--- config.mk ---
export PLATFORM = sky130hd
export DESIGN_NAME = mul_seq_flat
export DESIGN_NICKNAME = d
export VERILOG_FILES = /design/src/rtl/mul_seq_pkg.sv /design/src/rtl/mul_seq_if.sv /design/src/rtl/mul_add_row.sv /design/src/rtl/mul_seq.sv /design/src/flat_wrapper.sv
export SDC_FILE = /design/constraint.sdc
export NUM_CORES = 1
export LEC_CHECK = 0
export CAP_MARGIN = 0
export CORE_MARGIN = 5
export CORE_UTILIZATION = 30
export DETAILED_ROUTE_END_ITERATION = 8
export SLEW_MARGIN = 10
export SYNTH_ARGS = -nofsm -noshare
export SYNTH_HDL_FRONTEND = slang
export SYNTH_SLANG_ARGS = --single-unit
--- constraint.sdc ---
create_clock -name clk -period 13.2 [get_ports clk]
set_input_delay 1.32 -clock clk [delete_from_list [all_inputs] [get_ports clk]]
set_output_delay 1.32 -clock clk [all_outputs]
set_load 0.01 [all_outputs]
--- src/rtl/mul_seq_pkg.sv ---
// Shared types and constants for the sequential RV32M multiplier.
package mul_seq_pkg;

   localparam int unsigned DATA_BUS_WIDTH = 32;

   typedef logic [1:0] mul_op_t;

   localparam mul_op_t MUL_OP_MUL    = 2'b00;
   localparam mul_op_t MUL_OP_MULH   = 2'b01;
   localparam mul_op_t MUL_OP_MULHSU = 2'b10;
   localparam mul_op_t MUL_OP_MULHU  = 2'b11;

   // rs1 is treated as signed by MULH and MULHSU
   function automatic logic op1_is_signed(mul_op_t op);
      return (op == MUL_OP_MULH) || (op == MUL_OP_MULHSU);
   endfunction

   function automatic logic op2_is_signed(mul_op_t op);
      return (op == MUL_OP_MULH);
   endfunction

endpackage

--- src/rtl/mul_seq_if.sv ---
// Request/response bundle between the EX stage and the multiplier.
interface mul_seq_if
   import mul_seq_pkg::*;
#(
   parameter int unsigned WIDTH = DATA_BUS_WIDTH
) ();

   logic             start;
   logic             cancel;
   mul_op_t          mul_op;
   logic [WIDTH-1:0] op1;
   logic [WIDTH-1:0] op2;
   logic             busy;
   logic             result_valid;
   logic [WIDTH-1:0] result;

   modport master (
      output start, cancel, mul_op, op1, op2,
      input  busy, result_valid, result
   );

   modport slave (
      input  start, cancel, mul_op, op1, op2,
      output busy, result_valid, result
   );

endinterface

--- src/rtl/mul_add_row.sv ---
// One shift-add row: conditionally adds the multiplicand into the accumulator
// high half, keeping the carry so the following right shift is lossless.
module mul_add_row #(
   parameter int unsigned WIDTH = 32
) (
   input  logic [WIDTH-1:0] acc_hi,
   input  logic [WIDTH-1:0] mcand,
   input  logic             en,
   output logic [WIDTH:0]   sum_c
);

   assign sum_c = en ? ({1'b0, acc_hi} + {1'b0, mcand}) : {1'b0, acc_hi};

endmodule

--- src/rtl/mul_seq.sv ---
// Iterative radix-2 shift-add multiplier for MUL/MULH/MULHSU/MULHU.
// Operands are reduced to magnitudes up front; the sign is reapplied at the end.
module mul_seq
   import mul_seq_pkg::*;
#(
   parameter int unsigned WIDTH = DATA_BUS_WIDTH,
   parameter int unsigned CNT_W = 6
) (
   input  logic     clk,
   input  logic     rst,
   mul_seq_if.slave bus
);

   localparam int unsigned PW = 2 * WIDTH;

   localparam logic [1:0] S_IDLE = 2'd0;
   localparam logic [1:0] S_CALC = 2'd1;
   localparam logic [1:0] S_DONE = 2'd2;

   logic [1:0]       state;
   logic [1:0]       state_next;
   logic             busy_q;
   logic             valid_q;
   logic [WIDTH-1:0] result_q;

   mul_op_t          op_q;
   logic             neg_q;
   logic [PW-1:0]    acc_q;
   logic [WIDTH-1:0] mcand_q;
   logic [WIDTH-1:0] mplier_q;
   logic [CNT_W-1:0] cnt_q;

   logic             accept_c;
   logic             step_c;
   logic             valid_next;
   logic             busy_next;
   logic             sign1_c;
   logic             sign2_c;
   logic [WIDTH-1:0] mag1_c;
   logic [WIDTH-1:0] mag2_c;
   logic [WIDTH:0]   sum_c;
   logic [PW-1:0]    prod_c;

   // Magnitudes; the most-negative value maps onto itself, read as unsigned
   always_comb begin
      sign1_c = op1_is_signed(bus.mul_op) & bus.op1[WIDTH-1];
      sign2_c = op2_is_signed(bus.mul_op) & bus.op2[WIDTH-1];
      mag1_c  = sign1_c ? WIDTH'(-bus.op1) : bus.op1;
      mag2_c  = sign2_c ? WIDTH'(-bus.op2) : bus.op2;
      prod_c  = neg_q ? PW'(-acc_q) : acc_q;
   end

   mul_add_row #(.WIDTH(WIDTH)) u_row (
      .acc_hi (acc_q[PW-1:WIDTH]),
      .mcand  (mcand_q),
      .en     (mplier_q[0]),
      .sum_c  (sum_c)
   );

   always_ff @(posedge clk or posedge rst) begin
      if (rst) begin
         state <= S_IDLE;
      end else begin
         state <= state_next;
      end
   end

   always_comb begin
      state_next = state;
      accept_c   = 1'b0;
      step_c     = 1'b0;
      valid_next = 1'b0;
      case (state)
         S_IDLE: begin
            if (bus.start && !bus.cancel) begin
               state_next = S_CALC;
               accept_c   = 1'b1;
            end
         end
         S_CALC: begin
            if (bus.cancel) begin
               state_next = S_IDLE;
            end else begin
               step_c = 1'b1;
               if (cnt_q == CNT_W'(WIDTH - 1)) begin
                  state_next = S_DONE;
               end
            end
         end
         S_DONE: begin
            state_next = S_IDLE;
            valid_next = !bus.cancel;
         end
         default: state_next = S_IDLE;
      endcase
      busy_next = (state_next != S_IDLE);
   end

   // Datapath and registered outputs
   always_ff @(posedge clk or posedge rst) begin
      if (rst) begin
         op_q     <= MUL_OP_MUL;
         neg_q    <= 1'b0;
         acc_q    <= '0;
         mcand_q  <= '0;
         mplier_q <= '0;
         cnt_q    <= '0;
         busy_q   <= 1'b0;
         valid_q  <= 1'b0;
         result_q <= '0;
      end else begin
         busy_q  <= busy_next;
         valid_q <= valid_next;
         if (accept_c) begin
            op_q     <= bus.mul_op;
            neg_q    <= sign1_c ^ sign2_c;
            acc_q    <= '0;
            mcand_q  <= mag1_c;
            mplier_q <= mag2_c;
            cnt_q    <= '0;
         end else if (step_c) begin
            acc_q    <= {sum_c, acc_q[WIDTH-1:1]};
            mplier_q <= mplier_q >> 1;
            cnt_q    <= cnt_q + CNT_W'(1);
         end
         if (valid_next) begin
            result_q <= (op_q == MUL_OP_MUL) ? prod_c[WIDTH-1:0] : prod_c[PW-1:WIDTH];
         end
      end
   end

   assign bus.busy         = busy_q;
   assign bus.result_valid = valid_q;
   assign bus.result       = result_q;

endmodule

--- src/flat_wrapper.sv ---
// flat-port wrapper written by rule: the top's interface ports become plain ports
module mul_seq_flat import mul_seq_pkg::*;
#(
   parameter int unsigned WIDTH = DATA_BUS_WIDTH,
   parameter int unsigned CNT_W = 6
)
  (clk, rst, bus_start, bus_cancel, bus_mul_op, bus_op1, bus_op2, bus_busy, bus_result_valid, bus_result);
  mul_seq_if #(.WIDTH(WIDTH)) bus_i ();
  input  logic clk;
  input  logic rst;
  input wire logic [$bits(bus_i.start)-1:0] bus_start;
  input wire logic [$bits(bus_i.cancel)-1:0] bus_cancel;
  input wire logic [$bits(bus_i.mul_op)-1:0] bus_mul_op;
  input wire logic [$bits(bus_i.op1)-1:0] bus_op1;
  input wire logic [$bits(bus_i.op2)-1:0] bus_op2;
  output wire logic [$bits(bus_i.busy)-1:0] bus_busy;
  output wire logic [$bits(bus_i.result_valid)-1:0] bus_result_valid;
  output wire logic [$bits(bus_i.result)-1:0] bus_result;
  assign bus_i.start = bus_start;
  assign bus_i.cancel = bus_cancel;
  assign bus_i.mul_op = bus_mul_op;
  assign bus_i.op1 = bus_op1;
  assign bus_i.op2 = bus_op2;
  assign bus_busy = bus_i.busy;
  assign bus_result_valid = bus_i.result_valid;
  assign bus_result = bus_i.result;
  mul_seq #(.WIDTH(WIDTH), .CNT_W(CNT_W)) u_core (.clk(clk), .rst(rst), .bus(bus_i));
endmodule
# [Word-level counts from Yosys, hierarchy flattened]
# Cells that the tools add are included.
# Widths: inputs -> output; s select.
[word_totals] register_bits=173 inputBits=70 out_inout_bits=34
[op_classes] add_sub_neg=5 eq_ne=5 n_mux=20 bitwise=3 reduce_logical=7
[ops] operator="$mux 64" n=3
[ops] operator="$mux 32" n=5
[ops] operator="$neg 32->32" n=2
[ops] operator="$neg 64->64" n=1
[ops] operator="$add 32x32->33" n=1
[ops] operator="$mux 33" n=1
[ops] operator="$mux 6" n=2
[ops] operator="$add 6x1->6 const B" n=1
[ops] operator="$eq 6x5->1 const B" n=1
[ops] operator="$mux 2" n=3
[ops] operator="$mux 1" n=5
[ops] operator="$eq 2x1->1 const B" n=2
[ops] operator="$eq 2x2->1 const B" n=2
[ops] operator="$logic_not 2->1" n=2
[ops] operator="$pmux 2 s2" n=1
[ops] operator="$reduce_bool 2->1" n=2
[ops] operator="$and 1x1->1" n=2
[ops] operator="$logic_and 1x1->1" n=1
[ops] operator="$logic_not 1->1" n=1
[ops] operator="$logic_or 1x1->1" n=1
[ops] operator="$xor 1x1->1" n=1

# [Longest topological paths before layout]
# Gate-level depths: netlist of the first run.
[depth] word_depth=5 ltp_mapped=12 ltp_nobuf=12

# [By module]
# Synthesis of the first run repeated with hierarchy kept, for this count alone.
[hier_totals] cells_unflattened=1367 hier_area_um2=12021.5
[modules_own_cells] module="mul_seq" n_inst=1 cells_per_inst=1027 area_per_inst_um2=9686.8
[modules_own_cells] module="mul_add_row" n_inst=1 cells_per_inst=340 area_per_inst_um2=2334.7

# [Worst setup path after synthesis of the first run]
# No wires, ideal clock.
[synth_path] path_kind="input to register" from="input bus_op2[1]" to="register u_core.mplier_q[30]" setup_time_ns=0.134 arrival_ns=3.337 required_ns=13.066 setup_slack_ns=9.729 cell_stages=11 path_buffers=1 path_cell_list="inv_1 > ha_1 > nand4b_1 > nor4_1 > nand2_1 > or3_1 > clkbuf_1 > o41ai_1 > o21ai_0 > xnor2_1 > o21ai_0"
[synth_between] elab_chain_cells=3
[synth_rtl] item="start, declared" line="flat_wrapper.sv:15" source="input wire logic [$bits(bus_i.op2)-1:0] bus_op2;"
[synth_rtl] item="$neg 32->32" line="mul_seq.sv:49" source="mag2_c = sign2_c ? WIDTH'(-bus.op2) : bus.op2;"
[synth_rtl] item="$mux 32" line="mul_seq.sv:49"
[synth_rtl] item="$mux 32" line="mul_seq.sv:114" source="if (accept_c) begin"
[synth_rtl] item="end signal, assigned" line="mul_seq.sv:119" source="mplier_q <= mag2_c;"
[synth_rtl] item="end signal, assigned" line="mul_seq.sv:123" source="mplier_q <= mplier_q >> 1;"
[synth_rtl] item="end, declared" line="mul_seq.sv:30" source="logic [WIDTH-1:0] mplier_q;"
# No other way between the ends.
# A chain may end at the register's enable or synchronous reset.

# [Worst setup path after layout of the first run]
[layout_path] from="input bus_op2[0]" to="register u_core.mplier_q[30]"
# The elaborated chain is that of the path after synthesis.

==> results.md, run 1 <==
* Seq/Total Area, Yosys at 39.00%
* Initial antenna violation count at 0
* Synthesis Warnings at 0
* RSZ-0062 raised after global routing: false
* Largest net degree at the start of global routing at 74
* Drt via density at 5.236
* Core ar. at 0.03661 sq mm
* Synth Net Count at 1384
* Number of flops mapped to enable cells by yosys at 0
* # Max-Cap Violations at 0
* Area leader, netlist: dfrtp_1
* Net Sw Frac at 40.47%
* # port buffers at 103
* Critical path arrival at 4190 ps
* Gpl congestion at 0.8489
* Tmin final at 3923 ps
* Final worst setup slack at 9277 ps
* Initial DRT Pass Iterations at 5
* Final setup fails at 0
* Combinational power share at 39.7%
* DP HPWL at 21830 um
* Final nets at 1443
* Area taken by multi-input logic gates at 0.006397 sq mm
* Starting Density at 30.32%
* Cell Int Power at 1.203 mW
* Largest cells by area after synthesis: dfrtp_1 (39%), o21ai_0 (8.2%), xnor2_1 (6.6%)
* Final instance area at 0.01308 sq mm
* Post-cts repair resize count at 0
* Detail Route Antenna Nets at 0
* Final hold violations at 0
* VDD IR max at 91.76 uV
* Final Skew at 14.99 ps
* Area grow syn2layout at 17.79%
* Fmax at 0.2549 GHz
* Period utilization at 29.72%
* Slew headroom at 22.99%
* Top cells by count, synth: o21ai_0 (181), dfrtp_1 (173), nand2_1 (167), a21oi_1 (86), xnor2_1 (84)
* CP required at 13470 ps
* Clk slew on worst S/H paths at 60 ps
* CP max FO at 6
* Netlist cell types at 68
* Syn Std Cell Area at 0.01110 sq mm
* Psw at 818.2 uW
* Die Y at 202.4 um
* CTS H-tree lvls at 4
* DR vias at 9509
* Worst Path Class, Setup: input pin to register
* Die Area at 0.04095 sq mm
* TritonCTS buffer count at 17
* Ys async rst share at 100.0%
* CP endpoint kind: register
* Mapped Cells at 1276
* Placed Area at 0.01253 sq mm
* Setup tns final at 0 ps
* ANT cells at 0
* Status: completed
* Yosys reg bits at 173
* Ys flop type: dfrtp_1
* CTS Hold Bufs at 0
* Grt ovf at 0
* Root buffer cell: clkbuf_16
* Cell Rows at 70
* Routed wire per std cell at 16.37 um
* Place WS at 8863 ps
* Gr usage total at 14.21%
* Storage element area at 0.004330 sq mm
* Wirelength, routed at 29740 um
* Post-synth top area share at 39.00%
* TritonCTS clock tree: yes
* Min-delay worst type: register to register
* Postcts setup bufs at 0
* Die width at 202.4 um
* Leakage at 5.529 nW
* Pwr per Cell Area at 154.6 mW/mm^2
* First DRT Iteration DRCs at 641
* Synthesized area per cell at 8.700 sq um
* Layout cells sized above 1 at 4.896%
* Fill count at 3734
* Latest clock arrival within the worst-skew pair at 440 ps
* I/O pin cnt at 104
* Clock power frac at 23.5%
* Sequential power share at 36.8%
* DRC viols at 0
* CP startpoint kind: input pin
* Clock Path Buffers at 2
* Count leader, synth: o21ai_0
* Worst Max-Slew Pin Slew at 1155 ps
* Clock Sinks at 173
* First-pass GRT wire length at 48660 um
* Fin. max-slew vios at 0
* Vias in the first global route at 9251
-- final timing paths --
check,start,end,slack (ps),depth (start not counted)
max,bus_op2[0],u_core.mplier_q[30],9280,11
min,u_core.mplier_q[31],u_core.mplier_q[31],480,2
max reg2reg,u_core.acc_q[24],u_core.bus.result[31],9410,9
min reg2reg,u_core.mplier_q[31],u_core.mplier_q[31],480,2
max in group asynchronous,rst,u_core.mplier_q[0],9940,4
min in group asynchronous,rst,u_core.bus.result_valid,1280,2
-- logic make-up after synthesis --
logic type                 synth area share [%]
buffers and inverters                     3.562
muxes                                     1.353
AOI/OAI and AO/OA                         25.17
and+or+nand+nor                           15.44
xor gates and xnor gates                  11.12
adders and majority gates                 4.351
DFF                                       39.00
-- state kept, by name, indices dropped and copies added, names as in the netlist --
register	count
u_core.acc_q	64
u_core.bus.busy	1
u_core.bus.result	32
u_core.bus.result_valid	1
u_core.cnt_q	6
u_core.mcand_q	32
u_core.mplier_q	32
u_core.neg_q	1
u_core.op_q	2
u_core.state	2
-- layout by cell type (no fill, tap or decap), drive strengths merged, types with 7 or more instances in the layout --
cell	n
a21oi	86
ha	37
or2	10
nand3	9
o21ai	184
a31oi	10
a21o	11
nand2	168
or4	10
clkdlybuf4s50	103
xnor2	84
inv	33
a22oi	34
or3	14
dfrtp	173
clkbuf	19
nor2b	10
nor2	59
nand2b	11
a22o	33
nand4	7
and2	7
nor4	12
o31ai	24
o41ai	17
nor3	23
xor2	57
buf	9
mux2i	15
clkinv	7
-- worst max-delay path: stages --
cell and delay [ps]:
clkdlybuf4s50_1 470, inv_1 90, ha_1 220, nand4b_1 130, nor4_1 360, nand2_1 180, or3_1 440, o41ai_1 490
o21ai_0 220, xnor2_1 180, o21ai_0 90
-- area by class of cell --
cell class | instances | share of cell area, %
sequential | 173 | 33.12
inverter | 29 | 0.8708
tap | 468 | 4.478
clock buffer | 19 | 3.388
timing repair buffer | 112 | 8.402
multi-input combinational | 1002 | 48.93
clock inverter | 13 | 0.8134
-- per-stage QoR --
stage / hold WS [ps] / total power [mW] / utilization (%) / std cells
3_5_place_dp: 471.3 / 1.548 / 34.21 / 1784
6_report: 480.2 / 2.022 / 35.71 / 1816
3_3_place_gp: 456.1 / 1.535 / 34.21 / 1784
2_1_floorplan: 439.1 / 1.323 / - / 1276
5_1_grt: 508.7 / 2.166 / 35.71 / 1816
4_1_cts: 487.6 / 2.029 / 35.71 / 1816
-- layer usage --
layer / GRT usage [%] / up-vias / routed length [um]
met3: 2.198 / 29 / 1196
li1: - / 4743 / -
met2: 22.19 / 198 / 13330
met1: 20.64 / 4539 / 14770
met5: 0 / - / 0
met4: 3.637 / 0 / 436
-- power groups by stage --
stage	combinational, mW	sequential [mW]	clock (mW)
floorplan	0.634	0.689	0
global placement	0.788	0.747	0
detailed placement	0.798	0.749	0
CTS	0.802	0.740	0.488
global route	0.902	0.757	0.506
finish	0.803	0.743	0.475
Note: power is estimated with default switching activity, not from simulation.
==> run 2: changes to the inputs <==
==> constraint.sdc (replaced) <==
create_clock -name clk -period 3.8 [get_ports clk]
set_input_delay 0.38 -clock clk [delete_from_list [all_inputs] [get_ports clk]]
set_output_delay 0.38 -clock clk [all_outputs]
set_load 0.01 [all_outputs]
==> run 2 against run 1 <==
Effect of this change:
- hold slack got worse by 180 ps
- setup slack worse by 8900 ps
- final cell count increased by 0.61%
- die area unchanged
- combinational power increased to 3.5 times the previous value
- register-to-register slack worse by 9100 ps
- clock power grew to 3.6 times the previous value
- clock skew down 6.2 ps
- critical path depth up 1
- sequential power grew to 3.4 times the previous value
- total power grew to 3.5 times the previous value
- largest power group unchanged
==> results.md, run 2 (synthesis gave the netlist of run 1 again) <==
* Most frequent cells in the layout: o21ai_0 (181), dfrtp_1 (172), nand2_1 (167)
* Gr usage total at 14.44% (+0.23 points)
* Post-cts repair resize count at 0 (unchanged)
* Final hold violations at 0 (unchanged)
* Fill count at 3734 (unchanged)
* Routed wire per std cell at 16.40 um (+0.17%)
* Clk slew on worst S/H paths at 70 ps (about the same)
* Place WS at 411.9 ps (-8451 ps)
* Critical path arrival at 3830 ps (-360 ps)
* Starting Density at 30.32% (unchanged)
* Final Skew at 8.824 ps (-6.169 ps)
* Largest net degree at the start of global routing at 85 (+15%)
* CP required at 4160 ps (-9310 ps)
* CP startpoint kind: register
* Initial antenna violation count at 0 (unchanged)
* VDD IR max at 303.0 uV (+230%)
* Cell Rows at 70 (unchanged)
* TritonCTS clock tree: yes
* Die Area at 0.04095 sq mm (unchanged)
* Layout cells sized above 1 at 5.740% (+0.84 points)
* Latest clock arrival within the worst-skew pair at 430 ps (about the same)
* Root buffer cell: clkbuf_16
* First DRT Iteration DRCs at 592 (-7.6%)
* Final nets at 1454 (+0.76%)
* Status: completed
* TritonCTS buffer count at 17 (unchanged)
* Min Hold Slack at 301.5 ps (-178.7 ps)
* Period utilization at 91.27%
* Postcts setup bufs at 0 (unchanged)
* Fmax at 0.2883 GHz
* Max reg flops at 64 (unchanged)
* Largest Register: u_core.acc_q
* Pwr per Cell Area at 537.0 mW/mm^2 (+250%)
* Most common cell after layout, fill and taps aside: o21ai_0
* RSZ-0062 raised after global routing: false
* DRC viols at 0 (unchanged)
* Area grow syn2layout at 19.07%
* First-pass GRT wire length at 49420 um (+1.6%)
* Drt via density at 5.228 (-0.16%)
* Clock Sinks at 173 (unchanged)
* Wirelength, routed at 29970 um (+0.77%)
* Detail Route Antenna Nets at 0 (unchanged)
* Min-delay worst type: input pin to asynchronous set/reset pin
* Worst Path Class, Setup: register to register
* Grt ovf at 0 (unchanged)
* Leakage at 5.599 nW (+1.3%)
* Gpl congestion at 0.8808 (+3.8%)
* Die Y at 202.4 um (unchanged)
* Clock Path Buffers at 2 (unchanged)
* Setup tns final at 0 ps (unchanged)
* Initial DRT Pass Iterations at 5 (unchanged)
* CP max FO at 8 (+2)
* Tmin final at 3468 ps
* ANT cells at 0 (unchanged)
* DP HPWL at 22150 um (+1.5%)
* Fin. max-slew vios at 0 (unchanged)
* CTS Hold Bufs at 0 (unchanged)
* Final core occ at 36.10% (+0.39 points)
* Final worst setup slack at 331.6 ps (-8946 ps)
* Die width at 202.4 um (unchanged)
* # port buffers at 103 (unchanged)
* Core ar. at 0.03661 sq mm (unchanged)
* Worst Max-Slew Pin Slew at 1085 ps (-70.41 ps)
* Vias in the first global route at 9173 (-0.84%)
* CTS H-tree lvls at 4 (unchanged)
* DR vias at 9551 (+0.44%)
* Final setup fails at 0 (unchanged)
* # Max-Cap Violations at 0 (unchanged)
* I/O pin cnt at 104 (unchanged)
* Slew headroom at 27.68% (+4.7 points)
* CP endpoint kind: register
==> run 2: changes by cell type in the layout (fill, tap and decap cells not counted), sizes merged <==
cell / delta
bufinv: +1
inv: -1
clkbuf: -1
clkinv: -2
buf: +11
clkinvlp: +3
==> run 2: routing by layer <==
metal	up-vias	routed length [um]	GRT usage [%]
li1	4764	-	-
met1	4590	14930	21.19
met2	178	13350	22.28
met3	19	1369	2.760
met4	0	323	2.934
met5	-	0	0
==> run 2: power by group <==
part	total [mW]	switching (mW)	internal, mW
clock	1.72	0.788	0.933
sequential	2.56	0.429	2.13
combinational	2.82	1.60	1.21
==> run 2: worst paths after layout <==
check | slack [ps] | from | cells after the start | endpoint
max in group asynchronous | 2680 | rst | 3 | u_core.neg_q
max reg2reg | 330 | u_core.acc_q[32] | 12 | u_core.acc_q[61]
min | 300 | rst | 2 | u_core.bus.result_valid
min reg2reg | 470 | u_core.mplier_q[31] | 2 | u_core.mplier_q[31]
min in group clk | 470 | u_core.mplier_q[31] | 2 | u_core.mplier_q[31]
max | 330 | u_core.acc_q[32] | 12 | u_core.acc_q[61]
==> run 2: cell type report <==
type                            instances  area (sq um)  area share, %
Multi-Input combinational cell       1002          6397          48.40
Sequential cell                       173          4330          32.76
Timing Repair Buffer                  123          1219          9.220
Tap cell                              468         585.6          4.430
Clock buffer                           18         439.2          3.323
Clock inverter                         14         133.9          1.013
Inverter                               29         112.6         0.8519
==> run 2: worst max-delay path, cell delays in order, from the launching register on <==
cell      delay [ps]
dfrtp_1          460
ha_1             250
inv_1             80
fa_1             180
nor2b_1           70
o31ai_1          460
a211oi_1         220
or2_2            390
a21oi_1          130
nor4b_1          430
nor3b_1          130
or4_1            480
nand3_1          100
==> run 2: per-stage QoR <==
stage	area, sq um	instances	power, mW
3_5_place_dp	12640	1795	5.376
2_1_floorplan	11100	1276	4.597
4_1_cts	13220	1827	7.121
6_report	13220	1827	7.098
5_1_grt	13220	1827	7.593
3_3_place_gp	12640	1795	5.334
==> run 3: changes to the inputs <==
--- a/config.mk
+++ b/config.mk
@@ -9,7 +9,6 @@
 export CORE_MARGIN = 5
 export CORE_UTILIZATION = 30
 export DETAILED_ROUTE_END_ITERATION = 8
-export SLEW_MARGIN = 10
 export SYNTH_ARGS = -nofsm -noshare
 export SYNTH_HDL_FRONTEND = slang
 export SYNTH_SLANG_ARGS = --single-unit
==> constraint.sdc (replaced) <==
create_clock -name clk -period 4 [get_ports clk]
set_input_delay 0.4 -clock clk [delete_from_list [all_inputs] [get_ports clk]]
set_output_delay 0.4 -clock clk [all_outputs]
set_load 0.01 [all_outputs]
==> run 3 against run 2 <==
Effect of this change:
- clock power is 4% lower
- critical path type unchanged
- wire length is 1.2% lower
- critical endpoint unchanged
- die area stayed put
- sequential share of layout area is 0.075 points higher
- global-route usage is 0.14 points lower
- highest routed layer unchanged
- clock skew is 7.9 ps higher
==> results.md, run 3 (synthesis gave the netlist of run 1 again) <==
* Min-delay worst type: register to register
* # Max-Cap Violations at 0 (unchanged)
* Die Y at 202.4 um (unchanged)
* Grt ovf at 0 (unchanged)
* Clk slew on worst S/H paths at 70 ps (about the same)
* TritonCTS buffer count at 17 (unchanged)
* Clock Sinks at 173 (unchanged)
* Core ar. at 0.03661 sq mm (unchanged)
* Gr usage total at 14.30% (-0.14 points)
* CTS H-tree lvls at 4 (unchanged)
* First-pass GRT wire length at 49010 um (-0.82%)
* Most common cell after layout, fill and taps aside: o21ai_0
* DR vias at 9516 (-0.37%)
* ANT cells at 0 (unchanged)
* CP max-delay cell: or4_1
* VDD IR max at 273.5 uV (-9.7%)
* Latest clock arrival within the worst-skew pair at 440 ps (about the same)
* Most frequent cells in the layout: o21ai_0 (181), dfrtp_1 (172), nand2_1 (167)
* Post-cts repair resize count at 0 (unchanged)
* Area grow syn2layout at 18.80%
* Final Total Pwr at 6.727 mW (-5.2%)
* RSZ-0062 raised after global routing: false
* Setup tns final at 0 ps (unchanged)
* I/O pin cnt at 104 (unchanged)
* Layout cells sized above 1 at 5.601% (-0.14 points)
* Postcts setup bufs at 0 (unchanged)
* Final worst setup slack at 597.4 ps (+265.7 ps)
* Final core occ at 36.02% (-0.082 points)
* Crit-path cells: ha_1 > inv_1 > fa_1 > nor2b_1 > o31ai_1 > a211oi_1 > or2_2 > a21oi_1 > nor4b_1 > nor3b_1 > or4_1 > nand3_1
* Largest Register: u_core.acc_q
* Worst Max-Slew Pin Slew at 972.0 ps (-112.7 ps)
* CP required at 4360 ps (+200 ps)
* Pwr per Cell Area at 510.1 mW/mm^2 (-5.0%)
* Gpl congestion at 0.8898 (+1.0%)
* Slew headroom at 35.20% (+7.5 points)
* Clock Path Buffers at 2 (unchanged)
* Final hold violations at 0 (unchanged)
* Detail Route Antenna Nets at 0 (unchanged)
* Root buffer cell: clkbuf_16
* Final nets at 1452 (-0.14%)
* First DRT Iteration DRCs at 677 (+14%)
* Routed wire per std cell at 16.23 um (-1.1%)
* DP HPWL at 21780 um (-1.7%)
* Initial antenna violation count at 0 (unchanged)
* Fmax at 0.2939 GHz (+1.9%)
* Status: completed
* Wirelength, routed at 29620 um (-1.2%)
* Starting Density at 30.32% (unchanged)
* Vias in the first global route at 9170 (-0.033%)
* Worst Path Class, Setup: register to register
* CP max FO at 8 (unchanged)
* Tmin final at 3403 ps (-65.74 ps)
* CP max stage delay at 480 ps (about the same)
* Final setup fails at 0 (unchanged)
* Die Area at 0.04095 sq mm (unchanged)
* Final Skew at 16.76 ps (+7.931 ps)
* DRC viols at 0 (unchanged)
* CTS Hold Bufs at 0 (unchanged)
* Drt via density at 5.214 (-0.26%)
* Critical path arrival at 3760 ps (-70 ps)
* # port buffers at 103 (unchanged)
* CP endpoint kind: register
* TritonCTS clock tree: yes
* Leakage at 5.583 nW (-0.27%)
* Period utilization at 85.07% (-6.2 points)
* Placed cell count at 1793 (-0.11%)
* Cell Rows at 70 (unchanged)
* Initial DRT Pass Iterations at 5 (unchanged)
* Fin. max-slew vios at 0 (unchanged)
* CP startpoint kind: register
* Place WS at 627.9 ps (+216.0 ps)
* Die width at 202.4 um (unchanged)
* Max reg flops at 64 (unchanged)
* Reg2reg setup slack at 600 ps (+270 ps)
* Final cell count without fillers at 1825 (-0.11%)
* Largest net degree at the start of global routing at 174 (+100%)
==> run 3: changes by cell type in the layout (fill, tap and decap cells not counted) <==
| cell | change |
|---|---|
| clkinv_2 | -1 |
| clkinv_8 | +1 |
| clkinvlp_4 | -1 |
| clkinv_4 | +2 |
| buf_12 | -2 |
| clkbuf_8 | -1 |
| inv_6 | -1 |
| inv_8 | +1 |
==> run 3: stage by stage <==
stage	instance area (sq um)	hold WS, ps
6_report	13190	480.7
3_3_place_gp	12600	456.8
4_1_cts	13190	488.2
2_1_floorplan	11100	439.1
3_5_place_dp	12600	471.9
5_1_grt	13190	502.5
==> run 3: routing by layer <==
metal / routed length (um) / global-route usage [%]
met2: 13000 / 21.79
met3: 1422 / 2.599
met4: 355 / 3.419
met5: 0 / 0
met1: 14840 / 21.07
==> run 3: final timing paths <==
| path | end | startpoint | cells after the start |
|---|---|---|---|
| worst max-delay path | u_core.acc_q[61] | u_core.acc_q[32] | 12 |
| worst min register to register | u_core.bus.result[2] | u_core.bus.result[2] | 2 |
| worst min-delay path | u_core.bus.result[2] | u_core.bus.result[2] | 2 |
| max in group asynchronous | u_core.neg_q | rst | 3 |
| min in group asynchronous | u_core.bus.result_valid | rst | 3 |
| worst max register to register | u_core.acc_q[61] | u_core.acc_q[32] | 12 |
==> run 3: worst max-delay path: cells and delay by family (launching register included) <==
family          cells  cell delay (ps)
fa+ha+maj           2              430
buf+inv             1               80
compound gates      3              780
flops               1              470
simple gates        6             1570
==> run 3: power by group <==
group          internal, mW  leakage (nW)  total, mW  switching (mW)
clock network         0.879         0.277       1.65           0.773
registers              2.02          2.30       2.44           0.415
logic                  1.14          3.01       2.64            1.50
==> run 3: final cells by class <==
cell class | count | area (sq um)
flip-flops and latches | 173 | 4330
fillers | 3707 | 23420
well taps | 468 | 585.6
inverters | 29 | 112.6
clock inverters | 15 | 157.7
multi-input cells | 1002 | 6397
clock buffers | 17 | 425.4
repair buffers | 121 | 1179
